===== src/rtl/layer_scheduler_pkg.sv =====
// Shared types and the round-robin grant helper
// for the clocked neuron-layer scheduler.
package layer_sched_pkg;

  localparam int max_n = 32;

  typedef enum logic [1:0] {
    IDLE,
    BCAST,
    DRAIN,
    DONE
  } sched_state_t;

  // First set bit of req scanning ptr, ptr+1, ... wrapping at n.
  function automatic logic [max_n-1:0] rr_onehot(
    input logic [max_n-1:0] req,
    input logic [4:0]       ptr,
    input int               n
  );
    logic [max_n-1:0] g;
    logic             found;
    int               k;
    g     = '0;
    found = 1'b0;
    for (int i = 0; i < max_n; i++) begin
      if (!found && i < n) begin
        k = int'(ptr) + i;
        if (k >= n) k = k - n;
        if (req[k[4:0]]) begin
          g[k[4:0]] = 1'b1;
          found     = 1'b1;
        end
      end
    end
    return g;
  endfunction

endpackage


===== src/rtl/layer_scheduler_if.sv =====
// Handshake bundle between presynaptic neurons,
// the layer ROM and the layer neuron array.
interface layer_scheduler_if #(
  parameter int neurons_in  = 4,
  parameter int neurons_out = 4,
  parameter int cnt_w       = 16
);

  logic [neurons_in-1:0]  req_in;
  logic [neurons_in-1:0]  ack_in;
  logic [neurons_in-1:0]  sel;
  logic [neurons_out-1:0] req_out;
  logic [neurons_out-1:0] ack_out;
  logic                   busy;
  logic [cnt_w-1:0]       spike_cnt;

  modport master (
    output req_in,
    output ack_out,
    input  ack_in,
    input  sel,
    input  req_out,
    input  busy,
    input  spike_cnt
  );

  modport slave (
    input  req_in,
    input  ack_out,
    output ack_in,
    output sel,
    output req_out,
    output busy,
    output spike_cnt
  );

endinterface


===== src/rtl/layer_scheduler_rr_pick.sv =====
// Combinational round-robin picker: one-hot grant,
// its index, and whether anything is requesting.
module rr_pick
  import layer_sched_pkg::*;
#(
  parameter  int n  = 4,
  localparam int pw = (n > 1) ? $clog2(n) : 1
) (
  input  logic [n-1:0]  req,
  input  logic [pw-1:0] ptr,
  output logic [n-1:0]  gnt,
  output logic [pw-1:0] gnt_idx,
  output logic          any
);

  always_comb begin
    gnt     = n'(rr_onehot(max_n'(req), 5'(ptr), n));
    gnt_idx = '0;
    for (int i = 0; i < n; i++) begin
      if (gnt[i]) gnt_idx = pw'(i);
    end
    any = |req;
  end

endmodule


===== src/rtl/layer_scheduler.sv =====
// Clocked arbiter/fork for a neuron layer: grants one
// presynaptic request, broadcasts it, joins the acks.
module layer_scheduler
  import layer_sched_pkg::*;
#(
  parameter int neurons_in  = 4,
  parameter int neurons_out = 4,
  parameter int sync_stages = 2,
  parameter int cnt_w       = 16
) (
  input logic         clk,
  input logic         rst,
  layer_scheduler_if.slave bus
);

  localparam int pw = (neurons_in > 1) ? $clog2(neurons_in) : 1;
  localparam int rw = sync_stages * neurons_in;
  localparam int aw = sync_stages * neurons_out;

  logic [rw-1:0]          rq_sh;
  logic [aw-1:0]          ak_sh;
  logic [neurons_in-1:0]  rq;
  logic [neurons_out-1:0] ak;

  sched_state_t           state;
  logic [pw-1:0]          ptr;
  logic [pw-1:0]          g;

  logic [neurons_in-1:0]  pick_gnt;
  logic [pw-1:0]          pick_idx;
  logic                   pick_any;

  // Shift-register synchronisers; the oldest slice is the synced value.
  always_ff @(posedge clk) begin
    if (rst) begin
      rq_sh <= '0;
      ak_sh <= '0;
    end else begin
      rq_sh <= (rq_sh << neurons_in) | rw'(bus.req_in);
      ak_sh <= (ak_sh << neurons_out) | aw'(bus.ack_out);
    end
  end

  assign rq = rq_sh[rw-1 -: neurons_in];
  assign ak = ak_sh[aw-1 -: neurons_out];

  rr_pick #(.n(neurons_in)) u_pick (
    .req     (rq),
    .ptr     (ptr),
    .gnt     (pick_gnt),
    .gnt_idx (pick_idx),
    .any     (pick_any)
  );

  always_ff @(posedge clk) begin
    if (rst) begin
      state         <= IDLE;
      ptr           <= '0;
      g             <= '0;
      bus.ack_in    <= '0;
      bus.sel       <= '0;
      bus.req_out   <= '0;
      bus.busy      <= 1'b0;
      bus.spike_cnt <= '0;
    end else begin
      unique case (state)
        IDLE: begin
          if (pick_any) begin
            g           <= pick_idx;
            bus.sel     <= pick_gnt;
            bus.req_out <= '1;
            bus.busy    <= 1'b1;
            state       <= BCAST;
          end
        end
        BCAST: begin
          if (&ak) begin
            bus.req_out <= '0;
            state       <= DRAIN;
          end
        end
        DRAIN: begin
          if (ak == '0) begin
            bus.ack_in <= bus.sel;
            state      <= DONE;
          end
        end
        DONE: begin
          // Also exits at once if the requester dropped early.
          if (!rq[g]) begin
            bus.ack_in <= '0;
            bus.sel    <= '0;
            bus.busy   <= 1'b0;
            state      <= IDLE;
            ptr        <= (g == pw'(neurons_in - 1)) ? '0 : g + 1'b1;
            if (bus.spike_cnt != '1)
              bus.spike_cnt <= bus.spike_cnt + 1'b1;
          end
        end
        default: state <= IDLE;
      endcase
    end
  end

endmodule


===== src/flat_wrapper.sv =====
// flat-port wrapper written by rule: the top's interface ports become plain ports
module layer_scheduler_flat import layer_sched_pkg::*;
#(
  parameter int neurons_in  = 4,
  parameter int neurons_out = 4,
  parameter int sync_stages = 2,
  parameter int cnt_w       = 16
)
  (clk, rst, bus_req_in, bus_ack_out, bus_ack_in, bus_sel, bus_req_out, bus_busy, bus_spike_cnt);
  layer_scheduler_if #(.neurons_in(neurons_in), .neurons_out(neurons_out), .cnt_w(cnt_w)) bus_i ();
  input logic clk;
  input logic rst;
  input wire logic [$bits(bus_i.req_in)-1:0] bus_req_in;
  input wire logic [$bits(bus_i.ack_out)-1:0] bus_ack_out;
  output wire logic [$bits(bus_i.ack_in)-1:0] bus_ack_in;
  output wire logic [$bits(bus_i.sel)-1:0] bus_sel;
  output wire logic [$bits(bus_i.req_out)-1:0] bus_req_out;
  output wire logic [$bits(bus_i.busy)-1:0] bus_busy;
  output wire logic [$bits(bus_i.spike_cnt)-1:0] bus_spike_cnt;
  assign bus_i.req_in = bus_req_in;
  assign bus_i.ack_out = bus_ack_out;
  assign bus_ack_in = bus_i.ack_in;
  assign bus_sel = bus_i.sel;
  assign bus_req_out = bus_i.req_out;
  assign bus_busy = bus_i.busy;
  assign bus_spike_cnt = bus_i.spike_cnt;
  layer_scheduler #(.neurons_in(neurons_in), .neurons_out(neurons_out), .sync_stages(sync_stages), .cnt_w(cnt_w)) u_core (.clk(clk), .rst(rst), .bus(bus_i));
endmodule

===== config.mk =====
export PLATFORM = sky130hd
export DESIGN_NAME = layer_scheduler_flat
export DESIGN_NICKNAME = d
export VERILOG_FILES = /design/src/rtl/layer_scheduler_pkg.sv /design/src/rtl/layer_scheduler_if.sv /design/src/rtl/layer_scheduler_rr_pick.sv /design/src/rtl/layer_scheduler.sv /design/src/flat_wrapper.sv
export SDC_FILE = /design/constraint.sdc
export NUM_CORES = 1
export LEC_CHECK = 0
export BUFFER_PORTS_ARGS = -buffer_cell sky130_fd_sc_hd__buf_4
export CAP_MARGIN = 20
export CORE_MARGIN = 1
export CORE_UTILIZATION = 56
export DETAILED_ROUTE_END_ITERATION = 16
export GPL_ROUTABILITY_DRIVEN = 0
export PLACE_DENSITY = 0.79
export SYNTH_ARGS = -nofsm -noshare
export SYNTH_HDL_FRONTEND = slang
export SYNTH_SLANG_ARGS = --single-unit

===== constraint.sdc =====
create_clock -name clk -period 2.7 [get_ports clk]
set_input_delay 0.135 -clock clk [delete_from_list [all_inputs] [get_ports clk]]
set_output_delay 0.135 -clock clk [all_outputs]
set_load 0.03 [all_outputs]

==> impl_summary.md, run 1 <==
Setup path
The signal on the critical path passes through inv_1 > ha_1 > mux2_2 > nand3_1 > nand4_1 > o2111ai_1 > inv_1 > a311oi_1. Along the worst path, the maximum fanout reaches 6. The critical path arrival is 2.70 ns.

In this run the register-to-register setup slack is 0.20 ns. The launching element type of the critical path is a register. The number of cells on the worst reg-to-reg path is 8.

The endpoint of the worst-slack reg-to-reg timing path is u_core.g[1]. By instance count, the cell type seen most on the critical path is inv_1. For this run, the slowest stage of the critical path takes 0.43 ns.

The worst setup path is captured at a register. For the worst setup path, the data required time is 2.90 ns. The top cell family by delay on the critical path is compound AO/OA/AOI/OAI gates. The setup path with the least slack is of type register to register. The critical path contains buffers and inverters numbering 2 combined.

The standard cell with the maximum stage delay on the critical path is dfxtp_1. The origin of the critical flop-to-flop path is u_core.ptr[1].

Logic synthesis
Synthesis produced a netlist with a net count of 277. The number of synthesis warnings is 0. The count of distinct cell types in the synthesized netlist is 44. The flip-flop and latch count after synthesis is 48. Dividing the synthesized area by the synthesized cell count gives 9.42 um2. The proportion of synthesized chip area in sequential cells is 40.2%.

Synthesis produced a netlist whose cell count is 254. The mapped netlist covers 2390 um2.

Power and ir drop
The combinational power share is 27.5%. The internal power summed over all cells is 1250 uW. The register share of total power is 44.4%. The total power density per cell area is 654 nW/um2.

The peak supply drop is 0.493 mV. The switching power is 580 uW. The design draws 1830 uW.

For this design the static power due to leakage is 0.00114 uW. Net switching is 31.7% of the power. The clock network burns 28.0% of the power.

Floorplanning
Measured along the y axis, the die boundary spans 67.4 um. The die outline width is 67.4 um. The floorplan step defined a die boundary enclosing 4540 um2. The initial utilization of the core area, before any placement, comes to 59.0%. Row generation in the floorplan step produced 23 rows.

The number of top-level pins is 39. The core region area is 4060 um2.

Finish
The count of inserted antenna diode cells is 0. The fraction of final layout cells sized beyond drive strength 1 is 19.0%. After the last flow step, the layout net total stands at 312. The layout overhead on the synthesized area is 16.8%.

Timing
The number of endpoints failing setup at the final stage is 0. Once routing completed, OpenROAD measured the worst setup slack at 0.202 ns. The shortest clock period the worst path allows after layout is 2.50 ns. For the pin with the worst max-slew slack, the measured transition is 0.471 ns.

The number of hold-slack violations in the final timing report is 0. Setup repair after global routing left no endpoint under its margin. Dividing the final minimum period by the clock period gives 92.5%. The relative max-transition margin is 68.6%. Based on the critical path, the design can be clocked at up to 400 MHz. Across the routed clock network, the largest skew measured is 0.00641 ns. The total count of max-transition violations in the final report came to 0. The setup TNS is 0 ns.

Clocking
Clock tree synthesis inserted a total of 5 buffers. Once the clock tree was built, the resizer swapped 0 gates to a different size. TritonCTS built the clock tree. The number of buffers on the longest clock path is 2. The sink count of the clock tree is 48. The clock-pin transition on the worst setup and hold timing paths is 0.09 ns. The CTS root buffer is clkbuf_8.

For the worst-skew pair, the clock arrives at the later sink with an insertion delay of 0.29 ns. The count of hold-fix buffers inserted at cts is 0. The count of H-tree levels built during CTS is 2.

The number of buffers added for setup after CTS is 0.

Status
The flow ran to the end, and the final reports show no timing, DRC or antenna violations.

Route
The first-pass iteration count of the detailed router is 4. The detailed router finished its first iteration with 99 violations. The total wire length after detailed routing is 4100 um. The total via count in the routed design is 1,823. The wire length per cell after detailed routing is 12.1 um. For this run, design rule violations remaining after detail routing come to 0. Using the TritonRoute via totals, the vias-per-cell ratio works out to 5.36. The remaining antenna violation count after routing is 0.

Worst hold path
Along the worst hold path, the cell count comes to 2. The hold path startpoint is bus_ack_out[1]. The endpoint with the worst hold slack is u_core.ak_sh[1]. The type of the tightest min-delay check is input pin to register.

Global routing
The maximum number of pins on one net before global-route repair is 49. The initial antenna violation count is 0. Across every metal layer, demand over resource in global routing totals 19.8%. The first global-routing pass estimated 6800 um of wire. The number of global-route vias before repair came to 1,582. The remaining global-route overflow is 0.

Flow run
The number of maximum-capacitance constraint violations is 0.

Place
The final HPWL from detailed placement is 2950 um. The number of input and output port buffers inserted is 38. The worst slack after detailed placement is 0.286 ns.
## worst max-delay path by stage
stage	start	to	slack, ns	cells past startpoint
floorplan	u_core.ptr[0]	u_core.g[0]	0.34	9
global placement	u_core.ptr[1]	u_core.g[0]	0.41	8
detailed placement	u_core.ptr[1]	u_core.g[1]	0.29	8
CTS	u_core.ptr[1]	u_core.g[1]	0.24	8
global route	u_core.ptr[1]	u_core.g[1]	0.04	8
finish	u_core.ptr[1]	u_core.g[1]	0.20	8
## power groups by stage
stage               logic (uW)  clock network [uW]  registers (uW)
detailed placement         502                   0             828
global placement           495                   0             826
global route               564                 558             822
floorplan                  374                   0             854
finish                     504                 512             813
CTS                        506                 528             812
## stage by stage
stage | area [um2] | std cells | utilization, % | hold slack, ns
detailed placement | 2680 | 332 | 66.0 | 0.349
global route | 2790 | 340 | 68.9 | 0.0382
CTS | 2790 | 340 | 68.9 | 0.0321
finish | 2790 | 340 | 68.9 | 0.0435
global placement | 2680 | 332 | 66.0 | 0.346
floorplan | 2390 | 254 | - | 0.263
## kinds of logic after synthesis
family | count (synthesis) | share of synthesized area (%)
mux | 9 | 6.07
flops | 48 | 40.2
buf+inv | 24 | 4.92
compound gates | 34 | 10.1
fa+ha+maj | 13 | 6.80
xor+xnor | 15 | 5.49
simple gates | 111 | 26.4
## cells in the mapped netlist, drive strengths merged
| library cell | count | area, um2 |
|---|---|---|
| nor3b | 1 | 7.51 |
| xnor2 | 4 | 35.0 |
| dfxtp | 48 | 961 |
| or4 | 2 | 15.0 |
| nand3 | 9 | 45.0 |
| o211ai | 5 | 37.5 |
| clkbuf | 5 | 18.8 |
| a2bb2oi | 1 | 8.76 |
| o21a | 1 | 7.51 |
| a311oi | 1 | 8.76 |
| xor2 | 11 | 96.3 |
| nor2b | 20 | 125 |
| and3 | 3 | 18.8 |
| buf | 6 | 50.0 |
| a22oi | 3 | 22.5 |
| o2111ai | 2 | 17.5 |
| a211oi | 2 | 15.0 |
| mux4 | 4 | 93.8 |
| a21oi | 11 | 55.1 |
| nand3b | 4 | 30.0 |
| nor4 | 2 | 42.5 |
| nand2 | 11 | 41.3 |
| or3 | 1 | 6.26 |
| nor2 | 28 | 105 |
| ha | 13 | 163 |
| nand2b | 7 | 51.3 |
| mux2 | 1 | 11.3 |
| o21ai | 3 | 15.0 |
| nand4 | 11 | 68.8 |
| a21o | 1 | 7.51 |
| nor3 | 6 | 30.0 |
| a31oi | 1 | 21.3 |
| o31ai | 2 | 15.0 |
| o2111a | 1 | 11.3 |
| and2 | 2 | 12.5 |
| mux2i | 4 | 40.0 |
| inv | 13 | 48.8 |
| nand4b | 1 | 8.76 |
| and4 | 1 | 8.76 |
| and2b | 2 | 15.0 |
## registers in the layout, summed over array words and instances (netlist names)
signal and flops:
u_core.ak_sh 8, u_core.bus.ack_in 4, u_core.bus.busy 1, u_core.bus.req_out 1, u_core.bus.sel 4, u_core.bus.spike_cnt 16, u_core.g 2, u_core.ptr 2
u_core.rq_sh 8, u_core.state 2
## cell usage in the layout (no fill, tap or decap), types with 4 or more instances in the layout
cell type | Yosys | final
nand3_1 | 9 | 9
inv_1 | 13 | 13
nand3b_1 | 4 | 4
buf_4 | 3 | 39
xor2_1 | 11 | 11
nand2b_1 | 6 | 6
nand2_1 | 11 | 11
nor3_1 | 6 | 6
mux2i_1 | 4 | 4
xnor2_1 | 4 | 4
ha_1 | 13 | 13
a21oi_1 | 11 | 11
o211ai_1 | 5 | 5
dfxtp_1 | 48 | 48
nor2_1 | 28 | 28
clkbuf_8 | 0 | 5
nor2b_1 | 20 | 20
nand4_1 | 11 | 11
## worst reg2reg max path: stages (launching register included)
cell,delay (ns)
dfxtp_1,0.43
inv_1,0.14
ha_1,0.38
mux2_2,0.37
nand3_1,0.18
nand4_1,0.20
o2111ai_1,0.36
inv_1,0.07
a311oi_1,0.28
## cell type report
cell class | count | area, um2
Clock buffer | 5 | 68.8
Sequential cell | 48 | 961
Fill cell | 335 | 1260
Timing Repair Buffer | 39 | 293
Inverter | 13 | 48.8
Tap cell | 50 | 62.6
Clock inverter | 3 | 46.3
Multi-Input combinational cell | 182 | 1310
## per-layer routing
layer  global-route usage, %  vias to the layer above  wire [um]
li1                        -                      952          -
met1                    25.7                      832       2060
met2                    32.3                       32       1860
met3                    4.73                        7        128
met4                    6.38                        0         49
met5                       0                        -          0
Power figures use the tool's default switching activity.
==> run 2, diff against run 1 <==
--- a/config.mk
+++ b/config.mk
@@ -8,10 +8,10 @@
 export BUFFER_PORTS_ARGS = -buffer_cell sky130_fd_sc_hd__buf_4
 export CAP_MARGIN = 20
 export CORE_MARGIN = 1
-export CORE_UTILIZATION = 56
+export CORE_UTILIZATION = 60
 export DETAILED_ROUTE_END_ITERATION = 16
 export GPL_ROUTABILITY_DRIVEN = 0
-export PLACE_DENSITY = 0.79
+export PLACE_DENSITY = 0.84
 export SYNTH_ARGS = -nofsm -noshare
 export SYNTH_HDL_FRONTEND = slang
 export SYNTH_SLANG_ARGS = --single-unit
==> constraint.sdc (replaced) <==
create_clock -name clk -period 2.9 [get_ports clk]
set_input_delay 0.145 -clock clk [delete_from_list [all_inputs] [get_ports clk]]
set_output_delay 0.145 -clock clk [all_outputs]
set_load 0.03 [all_outputs]
==> run 2 against run 1 <==
Final cell count fell by 0.59%. Largest power group unchanged. Combinational power down 6.5%. Flip-flop and latch count stayed put. Sequential share of layout area up 0.12 points. Largest cell class unchanged. Setup slack improved by 0.27 ns.
==> impl_summary.md, run 2 (same netlist as run 1, synthesis figures left out) <==
Place
The cell area after placement is 2680 um2. During placement, the flow inserted port buffers numbering 38. Counting tap cells, the placed design contains a total of 330 instances. The final HPWL from detailed placement is 3090 um.

Timing
Setup repair after global routing left no endpoint under its margin. On the final layout, the worst hold slack is 0.0508 ns. For this run, the top clock speed supported by timing is 412 MHz. Headroom to the max-slew limit came out at 68.3%. The total count of max-transition violations in the final report is 0. Setup total negative slack on the finished layout was measured at 0 ns.

In the finished design, the share of the clock period the worst path needs comes to 83.7%. The slew at the pin closest to its max-slew limit is 0.475 ns. The number of endpoints failing setup at the final stage is 0. Clock skew on the completed layout was measured at 0.00770 ns. The number of hold-slack violations in the final timing report came to 0. The shortest clock period the worst path allows after layout is 2.43 ns.

Setup path
The startpoint identified for the worst register-to-register timing path is u_core.ptr[1]. The endpoint of the worst-slack reg-to-reg timing path is u_core.g[1]. The critical path arrival is 2.63 ns. The standard cell with the maximum stage delay on the critical path is dfxtp_1. The largest driver fanout on the critical path is 6. In this run the register-to-register setup slack is 0.47 ns. For this run, the slowest stage of the critical path takes 0.43 ns. The depth of the worst register-to-register path is 8.

The critical path goes through inv_1 > ha_1 > mux2_2 > nand3_1 > nand4_1 > o2111ai_1 > inv_1 > a311oi_1. The start-to-end type of the worst setup path is register to register. The kind of end point of the critical path is a register. The launching element type of the critical path is a register. The most numerous cell on the critical path is inv_1. The data required time of the critical path is 3.10 ns.

Clocking
The clock drives 48 sinks. The worst-skew pair later-pin latency is 0.30 ns. The count of hold-fix buffers inserted at cts is 0. TritonCTS built the clock tree. Once the clock tree was built, the resizer swapped 0 gates to a different size. In this run the clock root is driven by a clkbuf_8. The number of buffers added for setup after CTS is 0. The H-tree was split into 2 levels. Counting the buffers created by CTS gives 5. No sink is reached through more buffers than the 2 on the longest clock path. The clock-pin transition on the worst setup and hold timing paths is 0.08 ns.

Floorplanning
The die boundary height is 65.1 um. The cell row count is 22. The initial core utilization is 63.9%. The number of top-level pins is 39. In this run the standard cell core region covers 3740 um2. The floorplan step set the die width to 65.1 um. The floorplan step defined a die boundary enclosing 4240 um2.

Worst hold path
The hold path startpoint is bus_ack_out[0]. The number of stages on the worst hold path is 2. In this run the worst hold path is classified as input pin to register. The path with the worst hold slack has its endpoint at u_core.ak_sh[0].

Power and ir drop
Overall power consumption after layout is estimated at 1690 uW. VDD sags by at most 0.449 mV. For this design the ratio of total power to cell area is 606 nW/um2.

In this run the static leakage power is 0.00114 uW.

Global routing
The number of global-route vias before repair is 1,715. Entering global routing, the biggest net connects 49 pins. The first global-routing pass estimated 7340 um of wire. For this run the aggregate overflow at the end of global routing stands at 0. The total routing resource utilization after global routing is 22.6%. The initial antenna violation count is 0.

Finish
The register with the most flip-flops in the layout has 16 of them. The count of inserted antenna diode cells is 0. The final net count is 312.

The cell area after layout is 2780 um2. In the layout the commonest cells are dfxtp_1, buf_4, nor2_1, nor2b_1. The largest registers in the layout are u_core.bus.spike_cnt x16, u_core.ak_sh x8, u_core.rq_sh x8.

Counting flops per register, the top entry is u_core.bus.spike_cnt. Leaving out fill and tap cells, the most frequent cell in the layout is dfxtp_1. The layout overhead on the synthesized area is 16.4%.

Of the cells placed in the final design, the portion with a size suffix greater than 1 is 18.6%. After the flow finishes, the layout carries non-filler instances totaling 338.

Route
The initial DRC count is 79. The post-detailed-route DRC marker count is 0. The total wire length after detailed routing is 4290 um. The remaining antenna violation count after routing is 0. The routed layout has 1,838 vias. Dividing the detail-routed wire length by the instance count gives 12.7 um. The first detailed-routing pass ran for 4 iterations. The mean number of vias per cell is 5.44.

Flow run
The number of maximum-capacitance constraint violations is 0.

Status
The run finished with clean final reports.
## run 2: how the worst max path moves through the flow
stage	from	endpoint	slack, ns	cells past startpoint
floorplan	u_core.ptr[0]	u_core.g[0]	0.54	9
global placement	u_core.ptr[1]	u_core.g[0]	0.62	8
detailed placement	u_core.ptr[1]	u_core.g[1]	0.51	8
CTS	u_core.ptr[1]	u_core.g[1]	0.49	8
global route	u_core.ptr[1]	u_core.g[1]	0.30	8
finish	u_core.ptr[1]	u_core.g[1]	0.47	8
## run 2: power by group
group          total [uW]  switching, uW  internal (uW)  leakage, uW
Combinational         471            277            194     0.000695
Clock                 460            204            256    0.0000552
Sequential            757           47.5            709     0.000392
Total                1690            529           1160      0.00114
## run 2: layout make-up
type                       instances  area (um2)
clock buffer                       6        72.6
clock inverter                     2        35.0
fill                             270         960
inverter                          13        48.8
multi-input combinational        182        1310
sequential                        48         961
tap                               48        60.1
timing repair buffer              39         293
## run 2: metrics by stage
| step | utilization, % | setup WS, ns |
|---|---|---|
| floorplan | - | 0.538 |
| global placement | 71.5 | 0.618 |
| detailed placement | 71.5 | 0.509 |
| CTS | 74.4 | 0.494 |
| global route | 74.4 | 0.299 |
| finish | 74.4 | 0.472 |
## run 2: layer usage
metal / global-route usage, % / vias up / share of wire (%)
li1: - / 955 / -
met3: 9.03 / 4 / 4.3
met2: 37.6 / 49 / 48
met5: 0 / - / 0
met1: 26.9 / 830 / 47
met4: 6.79 / 0 / 1.0
## run 2: worst max-delay path, delay by kind of cell, from the launching register on
| kind | cells | cell delay, ns |
|---|---|---|
| buf+inv | 2 | 0.23 |
| fa+ha+maj | 1 | 0.37 |
| flops | 1 | 0.43 |
| mux | 1 | 0.37 |
| simple gates | 2 | 0.37 |
| compound gates | 2 | 0.57 |
==> run 3, diff against run 2 <==
--- a/config.mk
+++ b/config.mk
@@ -8,10 +8,10 @@
 export BUFFER_PORTS_ARGS = -buffer_cell sky130_fd_sc_hd__buf_4
 export CAP_MARGIN = 20
 export CORE_MARGIN = 1
-export CORE_UTILIZATION = 60
+export CORE_UTILIZATION = 50
 export DETAILED_ROUTE_END_ITERATION = 16
 export GPL_ROUTABILITY_DRIVEN = 0
-export PLACE_DENSITY = 0.84
+export PLACE_DENSITY = 0.75
 export SYNTH_ARGS = -nofsm -noshare
 export SYNTH_HDL_FRONTEND = slang
 export SYNTH_SLANG_ARGS = --single-unit
==> constraint.sdc (replaced) <==
create_clock -name clk -period 2.1 [get_ports clk]
set_input_delay 0.105 -clock clk [delete_from_list [all_inputs] [get_ports clk]]
set_output_delay 0.105 -clock clk [all_outputs]
set_load 0.03 [all_outputs]
==> run 3 against run 2 <==
The flow now finishes with violations (DRC). Via count grew 3.5%. Power increased by 38%. Register-to-register slack worse by 0.43 ns. Wire length is 3.4% higher. Design area rose by 4.9%. Sequential power up 39%. Critical path depth did not move. Flip-flop and latch count is the same.
==> impl_summary.md, run 3 (same netlist as run 1, synthesis figures left out) <==
Status
The flow ran to the end, but the final reports show violations. The checks that failed: DRC.

Route
In the routed layout, each cell is associated on average with a via count of 5.44. After detailed routing, the total wire length is 4440 um. The initial DRC count is 85. Dividing the detail-routed wire length by the instance count gives 12.7 um. The first-pass iteration count of the detailed router is 10. In this run the remaining antenna-violating nets after routing total 0. The post-detailed-route DRC marker count is 1. Summing over every cut layer, the via total after detailed routing is 1,903.

Timing
Measured against its own limit, the worst slew margin works out to 68.0%. Between clock sinks in the finished design, the worst skew comes to 0.00933 ns. The number of endpoints failing setup at the final stage is 0. The slew at the pin closest to its max-slew limit is 0.480 ns. The number of hold-slack violations in the final timing report is 0. Setup repair after global routing could not meet its margin everywhere. The total count of max-transition violations in the final report was 0.

Hold is met by 0.00890 ns. The final worst-path cycle share is 98.2%. Subtracting the final worst setup slack from the clock period gives 2.06 ns. For this run, the top clock speed supported by timing is 485 MHz. The setup slack after layout is 0.0385 ns.

Global routing
The total routing resource utilization after global routing is 18.4%. The remaining global-route overflow is 0. The layer flagged by global routing as most heavily used is met2. The initial antenna violation count was 0.

For this run, global-route usage on met1 was measured as 23.7%. The maximum number of pins on one net before global-route repair is 49. The number of global-route vias before repair came to 1,659. The met3 capacity usage during global routing is 3.85%. The wire length of the first global-routing pass is 7360 um. For this run, global-route usage on met2 was measured as 29.4%.

Finish
Compared with the post-synthesis result, the final layout area differs by 22.1%. The number of standard cells in the final layout excluding fillers is 350. The final standard cell utilization of the core is 65.3%. The most common cell after layout, fill and taps aside is buf_4. In the layout the commonest cells are buf_4, dfxtp_1, nor2_1, nor2b_1. The most flop-heavy register is u_core.bus.spike_cnt. The final net count is 320.

The fraction of final layout cells sized beyond drive strength 1 is 25.8%. The register with the most flip-flops in the layout has 16 of them. The largest registers in the layout are u_core.bus.spike_cnt x16, u_core.ak_sh x8, u_core.rq_sh x8.

The count of inserted antenna diode cells is 0.

Clocking
The clock passes through at most 2 buffers. The clock reaches the later pin of the worst-skew pair after 0.30 ns. The count of H-tree levels built during CTS is 2. TritonCTS built the clock tree. The clock net in this run drives a total of 48 sinks. The tree is rooted in a clkbuf_8.

In this run, CTS created clock tree buffers numbering 5. Hold repair after CTS inserted 0 buffers. The clock-pin transition on the worst setup and hold timing paths is 0.08 ns.

Flow run
The number of maximum-capacitance constraint violations is 0.

Worst hold path
The hold path startpoint is bus_ack_out[1]. The number of stages on the worst hold path is 2. The type of the tightest min-delay check is input pin to register. The path with the worst hold slack has its endpoint at u_core.ak_sh[1].

Setup path
STA classifies the critical path startpoint as a register. The largest driver fanout on the critical path is 5. The number of cells on the worst reg-to-reg path is 8. Tracing the worst setup path back leads to its startpoint at u_core.ptr[0].

The kind of end point of the critical path is a register. The setup path with the least slack is of type register to register. For the worst setup path, the data required time is 2.27 ns.

The critical path arrival is 2.23 ns. The startpoint identified for the worst register-to-register timing path is u_core.ptr[0]. The worst register-to-register path ends at u_core.g[0].

For flop-to-flop paths, the worst setup slack is 0.04 ns.

Power and ir drop
VDD sags by at most 0.599 mV. The cell leakage power is 0.00120 uW. The total power density per cell area is 798 nW/um2. The power after layout is 2330 uW.

Place
Detailed placement ended at an HPWL of 3180 um. The number of input and output port buffers inserted is 38. The number of placed instances, taps included is 339. The worst slack after detailed placement is -0.0243 ns.

Floorplanning
The die covers 5070 um2. The die boundary height is 71.2 um. 39 I/O pins were placed. The region available for standard cell placement spans 4470 um2. The initial core utilization is 53.5%.

The cell row count is 24. The die is 71.2 um wide.
-- run 3: per-stage QoR --
stage	area (um2)	setup TNS, ns
2_1_floorplan	2430	0
3_3_place_gp	2750	0
3_5_place_dp	2750	-0.0243
4_1_cts	2860	0
5_1_grt	2920	-0.170
6_report	2920	0
-- run 3: critical path, cell delays in order, from the launching register on --
cell,delay [ns]
dfxtp_4,0.38
inv_4,0.05
ha_4,0.28
mux2_4,0.32
nand3_4,0.10
nand4_1,0.20
o2111a_2,0.36
a211oi_2,0.18
nor3_1,0.07
-- run 3: metal layers --
layer	share of wire, %	up-vias	routed length, um
met5	0	-	0
met4	2.4	0	108
met3	4.4	12	197
met2	46	51	2040
met1	47	867	2090
li1	-	973	-
-- run 3: worst max-delay path by stage --
stage / endpoint / slack (ns) / cells past startpoint
global placement: u_core.g[0] / 0.03 / 8
global route: u_core.g[1] / -0.08 / 8
CTS: u_core.g[0] / 0.05 / 8
floorplan: u_core.g[0] / 0.004 / 9
finish: u_core.g[0] / 0.04 / 8
detailed placement: u_core.g[0] / -0.02 / 8
-- run 3: report_power, final --
part,switching [uW],internal (uW),leakage [uW]
Sequential,67.4,980,0.000393
Clock,292,267,0.0000445
Combinational,415,310,0.000765
-- run 3: final cells by class --
| type | instances | area [um2] |
|---|---|---|
| flip-flops and latches | 48 | 966 |
| inverters | 13 | 51.3 |
| clock buffers | 7 | 86.3 |
| fillers | 367 | 1550 |
| well taps | 52 | 65.1 |
| multi-input cells | 182 | 1390 |
| clock inverters | 1 | 7.51 |
| repair buffers | 47 | 353 |
-- run 3: timing repair --
action / in CTS / in global routing
buffers inserted: 2 / 1
endpoints found under the setup margin: 1 / 5
resized for setup: 0 / 12
pin swaps: 2 / 7
